$ cat src/rtl/alu_pkg.sv
// Shared encodings for the execute-stage ALU: function codes, jXX/cmovXX conditions, CC reset value.
// Latency: n/a (declarations and a combinational helper only).
// Backpressure: n/a.
package alu_pkg;

  // OPq function select
  localparam logic [1:0] ALU_AND = 2'b00;
  localparam logic [1:0] ALU_XOR = 2'b01;
  localparam logic [1:0] ALU_ADD = 2'b10;
  localparam logic [1:0] ALU_SUB = 2'b11;

  // Y-86 condition selectors; 3'd7 is unused and evaluates false
  localparam logic [2:0] C_ALWAYS = 3'd0;
  localparam logic [2:0] C_LE     = 3'd1;
  localparam logic [2:0] C_L      = 3'd2;
  localparam logic [2:0] C_E      = 3'd3;
  localparam logic [2:0] C_NE     = 3'd4;
  localparam logic [2:0] C_GE     = 3'd5;
  localparam logic [2:0] C_G      = 3'd6;

  // {ZF,SF,OF} after reset: "equal", so je is taken before any compare
  localparam logic [2:0] CC_RST_DEFAULT = 3'b100;

  typedef struct packed {
    logic zf;
    logic sf;
    logic of;
  } cc_t;

  function automatic logic cond_eval(input logic [2:0] sel, input cc_t cc);
    logic lt;
    lt = cc.sf ^ cc.of;
    case (sel)
      C_ALWAYS: cond_eval = 1'b1;
      C_LE:     cond_eval = lt | cc.zf;
      C_L:      cond_eval = lt;
      C_E:      cond_eval = cc.zf;
      C_NE:     cond_eval = !cc.zf;
      C_GE:     cond_eval = !lt;
      C_G:      cond_eval = !lt && !cc.zf;
      default:  cond_eval = 1'b0;
    endcase
  endfunction

endpackage

$ cat src/rtl/alu_core.sv
// Combinational OPq datapath: and/xor/add/sub with carry/borrow and ZF/SF/OF.
// Latency: 0 cycles (pure combinational).
// Backpressure: none; the enclosing stage decides when results are captured.
module alu_core
  import alu_pkg::*;
#(
  parameter int WIDTH = 64
) (
  input  logic [WIDTH-1:0] a,
  input  logic [WIDTH-1:0] b,
  input  logic [1:0]       fn,
  output logic [WIDTH-1:0] res,
  output logic             carry,
  output logic             zf,
  output logic             sf,
  output logic             of
);

  logic [WIDTH:0] sum_w;
  logic [WIDTH:0] diff_w;
  logic           a_msb;
  logic           b_msb;

  // One extra bit captures carry-out for add; for sub the top bit is set exactly when a < b
  assign sum_w  = {1'b0, a} + {1'b0, b};
  assign diff_w = {1'b0, a} - {1'b0, b};
  assign a_msb  = a[WIDTH-1];
  assign b_msb  = b[WIDTH-1];

  // Select the function result and derive flags from it
  always_comb begin
    res   = '0;
    carry = 1'b0;
    of    = 1'b0;
    case (fn)
      ALU_AND: res = a & b;
      ALU_XOR: res = a ^ b;
      ALU_ADD: begin
        res   = sum_w[WIDTH-1:0];
        carry = sum_w[WIDTH];
        of    = (a_msb == b_msb) && (sum_w[WIDTH-1] != a_msb);
      end
      default: begin
        res   = diff_w[WIDTH-1:0];
        carry = diff_w[WIDTH];
        of    = (a_msb != b_msb) && (diff_w[WIDTH-1] != a_msb);
      end
    endcase
    zf = (res == '0);
    sf = res[WIDTH-1];
  end

endmodule

$ cat src/rtl/alu_cc_stage.sv
// Registered ALU stage with valid/ready handshake and architectural ZF/SF/OF register.
// Latency: 1 cycle accept-to-result; 1 beat/cycle while out_ready is high.
// Backpressure: in_ready drops while a held result is not consumed or flush is asserted.
module alu_cc_stage
  import alu_pkg::*;
#(
  parameter int         WIDTH  = 64,
  parameter logic [2:0] CC_RST = CC_RST_DEFAULT
) (
  input  logic             clk,
  input  logic             rst_n,
  input  logic             in_valid,
  output logic             in_ready,
  input  logic [WIDTH-1:0] a,
  input  logic [WIDTH-1:0] b,
  input  logic [1:0]       fn,
  input  logic             set_cc,
  input  logic             flush,
  output logic             out_valid,
  input  logic             out_ready,
  output logic [WIDTH-1:0] result,
  output logic             carry,
  output logic             zf,
  output logic             sf,
  output logic             of,
  input  logic [2:0]       cond_fn,
  output logic             cond_true
);

  logic             out_valid_q, out_valid_d;
  logic [WIDTH-1:0] result_q, result_d;
  logic             carry_q, carry_d;
  cc_t              cc_q, cc_d;

  logic [WIDTH-1:0] core_res;
  logic             core_carry;
  cc_t              core_cc;
  logic             accept;

  alu_core #(
    .WIDTH (WIDTH)
  ) u_core (
    .a     (a),
    .b     (b),
    .fn    (fn),
    .res   (core_res),
    .carry (core_carry),
    .zf    (core_cc.zf),
    .sf    (core_cc.sf),
    .of    (core_cc.of)
  );

  // A slot frees up in the same cycle the consumer takes the held result; flush blocks intake
  assign in_ready = !flush && (!out_valid_q || out_ready);
  assign accept   = in_valid && in_ready;

  // Next-state: load on accept, otherwise drop valid on drain or flush; data persists
  always_comb begin
    out_valid_d = out_valid_q;
    result_d    = result_q;
    carry_d     = carry_q;
    cc_d        = cc_q;
    if (accept) begin
      out_valid_d = 1'b1;
      result_d    = core_res;
      carry_d     = core_carry;
      if (set_cc) begin
        cc_d = core_cc;
      end
    end else if (flush || out_ready) begin
      out_valid_d = 1'b0;
    end
  end

  // Output register and condition-code register
  always_ff @(posedge clk or negedge rst_n) begin
    if (!rst_n) begin
      out_valid_q <= 1'b0;
      result_q    <= '0;
      carry_q     <= 1'b0;
      cc_q        <= cc_t'(CC_RST);
    end else begin
      out_valid_q <= out_valid_d;
      result_q    <= result_d;
      carry_q     <= carry_d;
      cc_q        <= cc_d;
    end
  end

  assign out_valid = out_valid_q;
  assign result    = result_q;
  assign carry     = carry_q;
  assign zf        = cc_q.zf;
  assign sf        = cc_q.sf;
  assign of        = cc_q.of;
  assign cond_true = cond_eval(cond_fn, cc_q);

endmodule

$ cat config.mk
export PLATFORM = sky130hd
export DESIGN_NAME = alu_cc_stage
export DESIGN_NICKNAME = d
export VERILOG_FILES = /design/src/rtl/alu_pkg.sv /design/src/rtl/alu_core.sv /design/src/rtl/alu_cc_stage.sv
export SDC_FILE = /design/constraint.sdc
export NUM_CORES = 1
export LEC_CHECK = 0
export ABC_AREA = 0
export BUFFER_PORTS_ARGS = -buffer_cell sky130_fd_sc_hd__buf_2
export CORE_MARGIN = 2
export CORE_UTILIZATION = 45
export CTS_CLUSTER_SIZE = 8
export DETAILED_ROUTE_END_ITERATION = 7
export PLACE_DENSITY = 0.68
export RECOVER_POWER = 50
export SLEW_MARGIN = 20
export SYNTH_ARGS = -nofsm -noshare
export SYNTH_HDL_FRONTEND = slang
export SYNTH_SLANG_ARGS = --single-unit
$ cat constraint.sdc
create_clock -name clk -period 2.5 [get_ports clk]
set_input_delay 0.125 -clock clk [delete_from_list [all_inputs] [get_ports clk]]
set_output_delay 0.125 -clock clk [all_outputs]
set_load 0.02 [all_outputs]
# Word level (Yosys, flattened, before mapping)
# Index checks and enable logic that the tools add are counted.
# classes
eq_ne,12
n_shift,0
reduce_logical,17
mux,6
div,0
magnitude_cmp,0
bitwise,4
multipliers,0
add_sub_neg,2
# op_table
operator,n
case mux 64 bit (3 select lines),1
adder 64 x 64 -> 65 bit,1
subtractor 64 x 64 -> 65 bit,1
bitwise AND 64 bit,1
zero test 64 bit,1
XOR 64 bit,1
== test 3 bit (second input constant),3
case mux 1 bit (7 select lines),1
== test 3 x 2 -> 1 bit (second input constant),2
logical AND 1 bit,5
zero test 1 bit,4
case mux 1 bit (2 select lines),2
== test 3 x 1 -> 1 bit (second input constant),1
zero test 3 bit,1
!= test 1 bit,3
== test 2 x 1 -> 1 bit (second input constant),1
== test 2 bit (second input constant),1
zero test 2 bit,1
logical OR 1 bit,2
2-to-1 mux 1 bit,2
AND reduction 2 bit,1
nonzero test 2 bit,1
OR reduction 2 bit,1
== test 1 bit,1
2 further kinds,2
# totals
mem_count,0
latch_bits,0
output_inout_bits,71
romBits,0
register_bits,69
ramBits,0
elab_cells,47

# Logic depth before layout (Yosys ltp)
# logic_depth
depth_word,5
depth_mapped,17
ltp_nobuf,17

# Cells and area by module
# A second synthesis with hierarchy kept.
# hier_totals
hier_cells,1899
hier_area_um2,13718.2
# by_module_without_submodules
module,area_per_inst_um2,instances,cells_per_inst,seq_area_each_um2
alu_core,11041.8,1,1740,0.0
alu_cc_stage,2676.3,1,159,1727.9

# Least setup slack after synthesis
# OpenSTA, ideal clock, no wires.
# synth_timing
kind,input -> register
from,input port a[0]
to,register cc_q (netlist bit zf)
cell_stages,17
required_ps,2414
setup_slack_ps,-1292
arrival_time_ps,3706
path_buffers,0
path_cell_list,inv_1 > ha_1 > inv_1 > fa_1 > a21o_1 > a311o_1 > a21oi_2 > a21oi_1 > mux2i_1 > a211o_1 > or3b_1 > nor4_1 > nand4_1 > nor4_1 > nand4_1 > or4_1 > o31ai_2
# synth_via
elab_chain_len,3
word_cells_on_any_way,6
# synth_lines
element,line_no,text
start: declaration,alu_cc_stage.sv:14,"input logic [WIDTH-1:0] a,"
"subtractor 64 x 64 -> 65 bit, or another cell as far along",alu_core.sv:26,"assign diff_w = {1'b0, a} - {1'b0, b};"
case mux 64 bit (3 select lines) (*),alu_core.sv:35,case (fn)
zero test 64 bit (*),alu_core.sv:49,zf = (res == '0);
end signal: assignment,alu_cc_stage.sv:81,cc_q <= cc_t'(CC_RST);
end: declaration,alu_cc_stage.sv:33,"cc_t cc_q, cc_d;"
# Mark *: on every way between the ends. The rest lies on a longest branch, timed or not.
# A chain may end at the register's enable or synchronous reset.

# Final worst setup path
# layout_timing
from,input port b[1]
to,register cc_q (netlist bit zf)
# layout_via
elab_chain_len,3
word_cells_on_any_way,6
# layout_lines
element,line_no,text
start: declaration,alu_cc_stage.sv:15,"input logic [WIDTH-1:0] b,"
"subtractor 64 x 64 -> 65 bit, or another cell as far along",alu_core.sv:26,
case mux 64 bit (3 select lines) (*),alu_core.sv:35,
zero test 64 bit (*),alu_core.sv:49,
# Marks and branches as above.

==> results.py <==
metrics = {
    "status": {
        "status": "finished with violations",
        "violations": "capacitance limit, slew limit, setup timing",
    },
    "grt": {
        "grt_pass1_wl_mm": 113,
        "antenna_found_initial": 2,
        "grt_max_degree": 70,
        "grt_use_total_pct": 45.9,
        "grt_pass1_vias": 20590,
        "grt-ovfl-total": 0,
    },
    "route": {
        "wl_per_cell_um": 23.5,
        "ant_nets": 0,
        "route.met2.wl_mm": 34.8,
        "drt_wl_total_mm": 78.6,
        "drt_first_iter_violations": 3102,
        "viasPerCell": 6.46,
        "drc": 0,
        "highest_layer": "met4",
        "drt-pass1-iter-count": 7,
        "wl_met3_mm": 9.34,
        "vias": 21642,
        "met1_length_mm": 28.3,
    },
    "sta": {
        "fin_worst_skew_ns": 0.00601,
        "fmax_mhz": 242,
        "slew_violations": 70,
        "final_hold_viol_count": 0,
        "relSlewSlack_pct": -29.6,
        "period_share_pct": 165,
        "holdWs_ns": 0.239,
        "period_needed_ns": 4.13,
        "setup_ws_ns": -1.63,
        "rsz0062_at_grt": "yes",
        "setup_viol": 49,
        "tightest_slew_ns": 1.94,
    },
    "setup_path": {
        "critPathRequiredTime_ns": 2.76,
        "worstPathCellList": "buf_8, clkinvlp_4, buf_6, fa_2, o21bai_4, a21oi_4, nor4_4, or3_1, a311oi_1, a21oi_1, o21ai_0, nor4_2, nand4_1, nor4_1, nand4_1, or4_4, o31ai_2",
        "slowest_delay_ns": 0.52,
        "cp_max_fo": 3,
        "crit_arrival_ns": 4.40,
        "r2r_slack_ns": -0.93,
        "endpoint_kind": "flop",
        "critPathKind": "in2reg",
        "worst_path_max_delay_cell": "a21oi_1",
        "path_common_cell": "nand4_1",
        "start_kind": "input pin",
    },
    "layout": {
        "fin_cells": 3352,
        "nFillCells": 1940,
        "most-common-layout-cells": "buf_4 (813), nand2_1 (217), nor2_1 (171)",
        "layout_commonest_cell": "buf_4",
        "area_growth_pct": 82.5,
        "seqCellArea_um2": 1730,
        "multi_input_area_um2": 13200,
        "nets": 3225,
        "drive_above_1_share_pct": 49.5,
    },
    "floorplanning": {
        "die_w_um": 177,
        "fp.dieH_um": 177,
        "initial_utilization_pct": 45.5,
        "core_area_um2": 29600,
        "io_pins": 210,
        "row_count": 63,
        "die_area_um2": 31300,
    },
    "cts": {
        "cts_tree": "yes",
        "cts.path.max_buffers": 2,
        "cts_made_buffers": 9,
        "ctsHtreeMaxLevel": 3,
        "cts-root-buf": "clkbuf_16",
        "clk_pin_slew_ns": 0.06,
        "clock-sinks": 69,
        "insertion_delay_ns": 0.35,
    },
    "place": {
        "port_buffers": 209,
        "dp_hpwl_mm": 56.6,
        "globalplace.congestion": 1.10,
        "dp_cells": 3222,
    },
    "power_and_ir_drop": {
        "ir_drop_mv": 0.380,
        "p_per_area_nw_per_um2": 413,
        "p_leak_nw": 11.3,
    },
    "logic_synthesis": {
        "synthDominantCellAreaShare_pct": 12.6,
        "yosysTopAreaCell": "dfrtp_1",
        "synth-xor-area-share_pct": 1.50,
        "synth_seq_cells": 69,
        "synth_top_family_by_area": "compound AO/OA/AOI/OAI gates",
        "synth.avg_cell_area_um2": 6.86,
        "synth_area_leaders": "dfrtp_1 (13%), ha_1 (12%), nand2_1 (6.8%)",
        "synthFlopType": "dfrtp_1",
        "syn_area_um2": 13500,
        "synth-compound-area-share_pct": 36.2,
        "async_flop_share_pct": 100,
        "synth_cell_type_count": 103,
        "synth_fa_ha_area_share_pct": 12.2,
        "synth-edff-count": 0,
        "seq_area_frac_synth_pct": 12.8,
        "yosys_warnings": 0,
        "synthCells": 1962,
        "synth-simple-area-share_pct": 26.6,
        "synth_mux_area_share_pct": 2.99,
        "syn_nets": 2231,
    },
    "run": {
        "max-cap-violations": 1,
    },
    "min_path": {
        "holdCritPathClass": "in2reg",
    },
}
## worst max-delay path: cells and delay by family
kind,cells,cell delay [ns]
AOI/OAI and AO/OA,6,1.63
adders and majority gates,1,0.39
buffers and inverters,3,0.33
and+or+nand+nor,7,1.92
## worst paths after layout
| check | from | to | cells past startpoint |
|---|---|---|---|
| hold reg to reg | result[48] | result[48] | 2 |
| setup reg to reg | out_valid | zf | 14 |
| hold / removal | set_cc | of | 3 |
| setup / recovery | b[1] | zf | 17 |
| min in group asynchronous | rst_n | result[44] | 2 |
| max in group asynchronous | rst_n | result[11] | 2 |
## timing repair
action | CTS | global route
hold buffers | 2 | 0
cloned | 0 | 0
gates resized for setup | 392 | 185
endpoints found under the setup margin | 49 | 50
hold endpoints to repair | 69 | 0
buffers inserted | 91 | 44
pin swaps | 161 | 109
## kinds of logic after synthesis
family | count (synthesis)
xor gates and xnor gates | 23
muxes | 37
buffers and inverters | 258
adders and majority gates | 130
and+or+nand+nor | 741
AOI/OAI and AO/OA | 704
DFF | 69
## sequential cells by signal, indices dropped and copies added, names as in the netlist
| name | count |
|---|---|
| sf | 1 |
| zf | 1 |
| carry | 1 |
| of | 1 |
| result | 64 |
| out_valid | 1 |
## layout make-up
cell class | count | area share, %
Antenna cell | 1 | 0.0102
Clock buffer | 9 | 0.917
Inverter | 135 | 2.17
Multi-Input combinational cell | 1635 | 53.8
Clock inverter | 7 | 0.499
Sequential cell | 69 | 7.04
Timing Repair Buffer | 1106 | 33.6
Tap cell | 390 | 1.99
## power by group
part | switching [W] | leakage [nW] | internal, W
Combinational | 0.00388 | 10.3 | 0.00314
Clock | 0.000581 | 0.162 | 0.000981
Sequential | 0.000201 | 0.849 | 0.00135
## metal layers
metal	vias up	GRT usage, %
met5	-	0
met4	0	25.9
met3	552	9.60
met2	1790	75.4
met1	10022	55.8
li1	9278	-
## cell usage after synthesis (37+ instances only)
library cell	n
nor3_1	41
inv_1	131
o31ai_1	37
nor2_1	189
clkbuf_1	75
o21ai_0	142
nor4_1	39
ha_1	128
nand2_1	244
nand4_1	41
a21oi_1	168
nand3_1	55
dfrtp_1	68
## stage by stage
step / cell area [µm²] / util, % / total power [W] / TNS (ns) / setup slack (ns)
final: 24500 / 83.0 / 0.0101 / -23.70 / -1.63
after global routing: 24500 / 83.0 / 0.0105 / -25.93 / -1.68
after CTS: 23600 / 79.7 / 0.00941 / -13.98 / -1.31
after detailed placement: 20800 / 70.4 / 0.00713 / -46.47 / -2.17
after global placement: 20800 / 70.4 / 0.00703 / -45.52 / -2.21
after floorplan: 13900 / - / 0.00424 / -4.76 / -1.02
(Power assumes the default switching activity.)
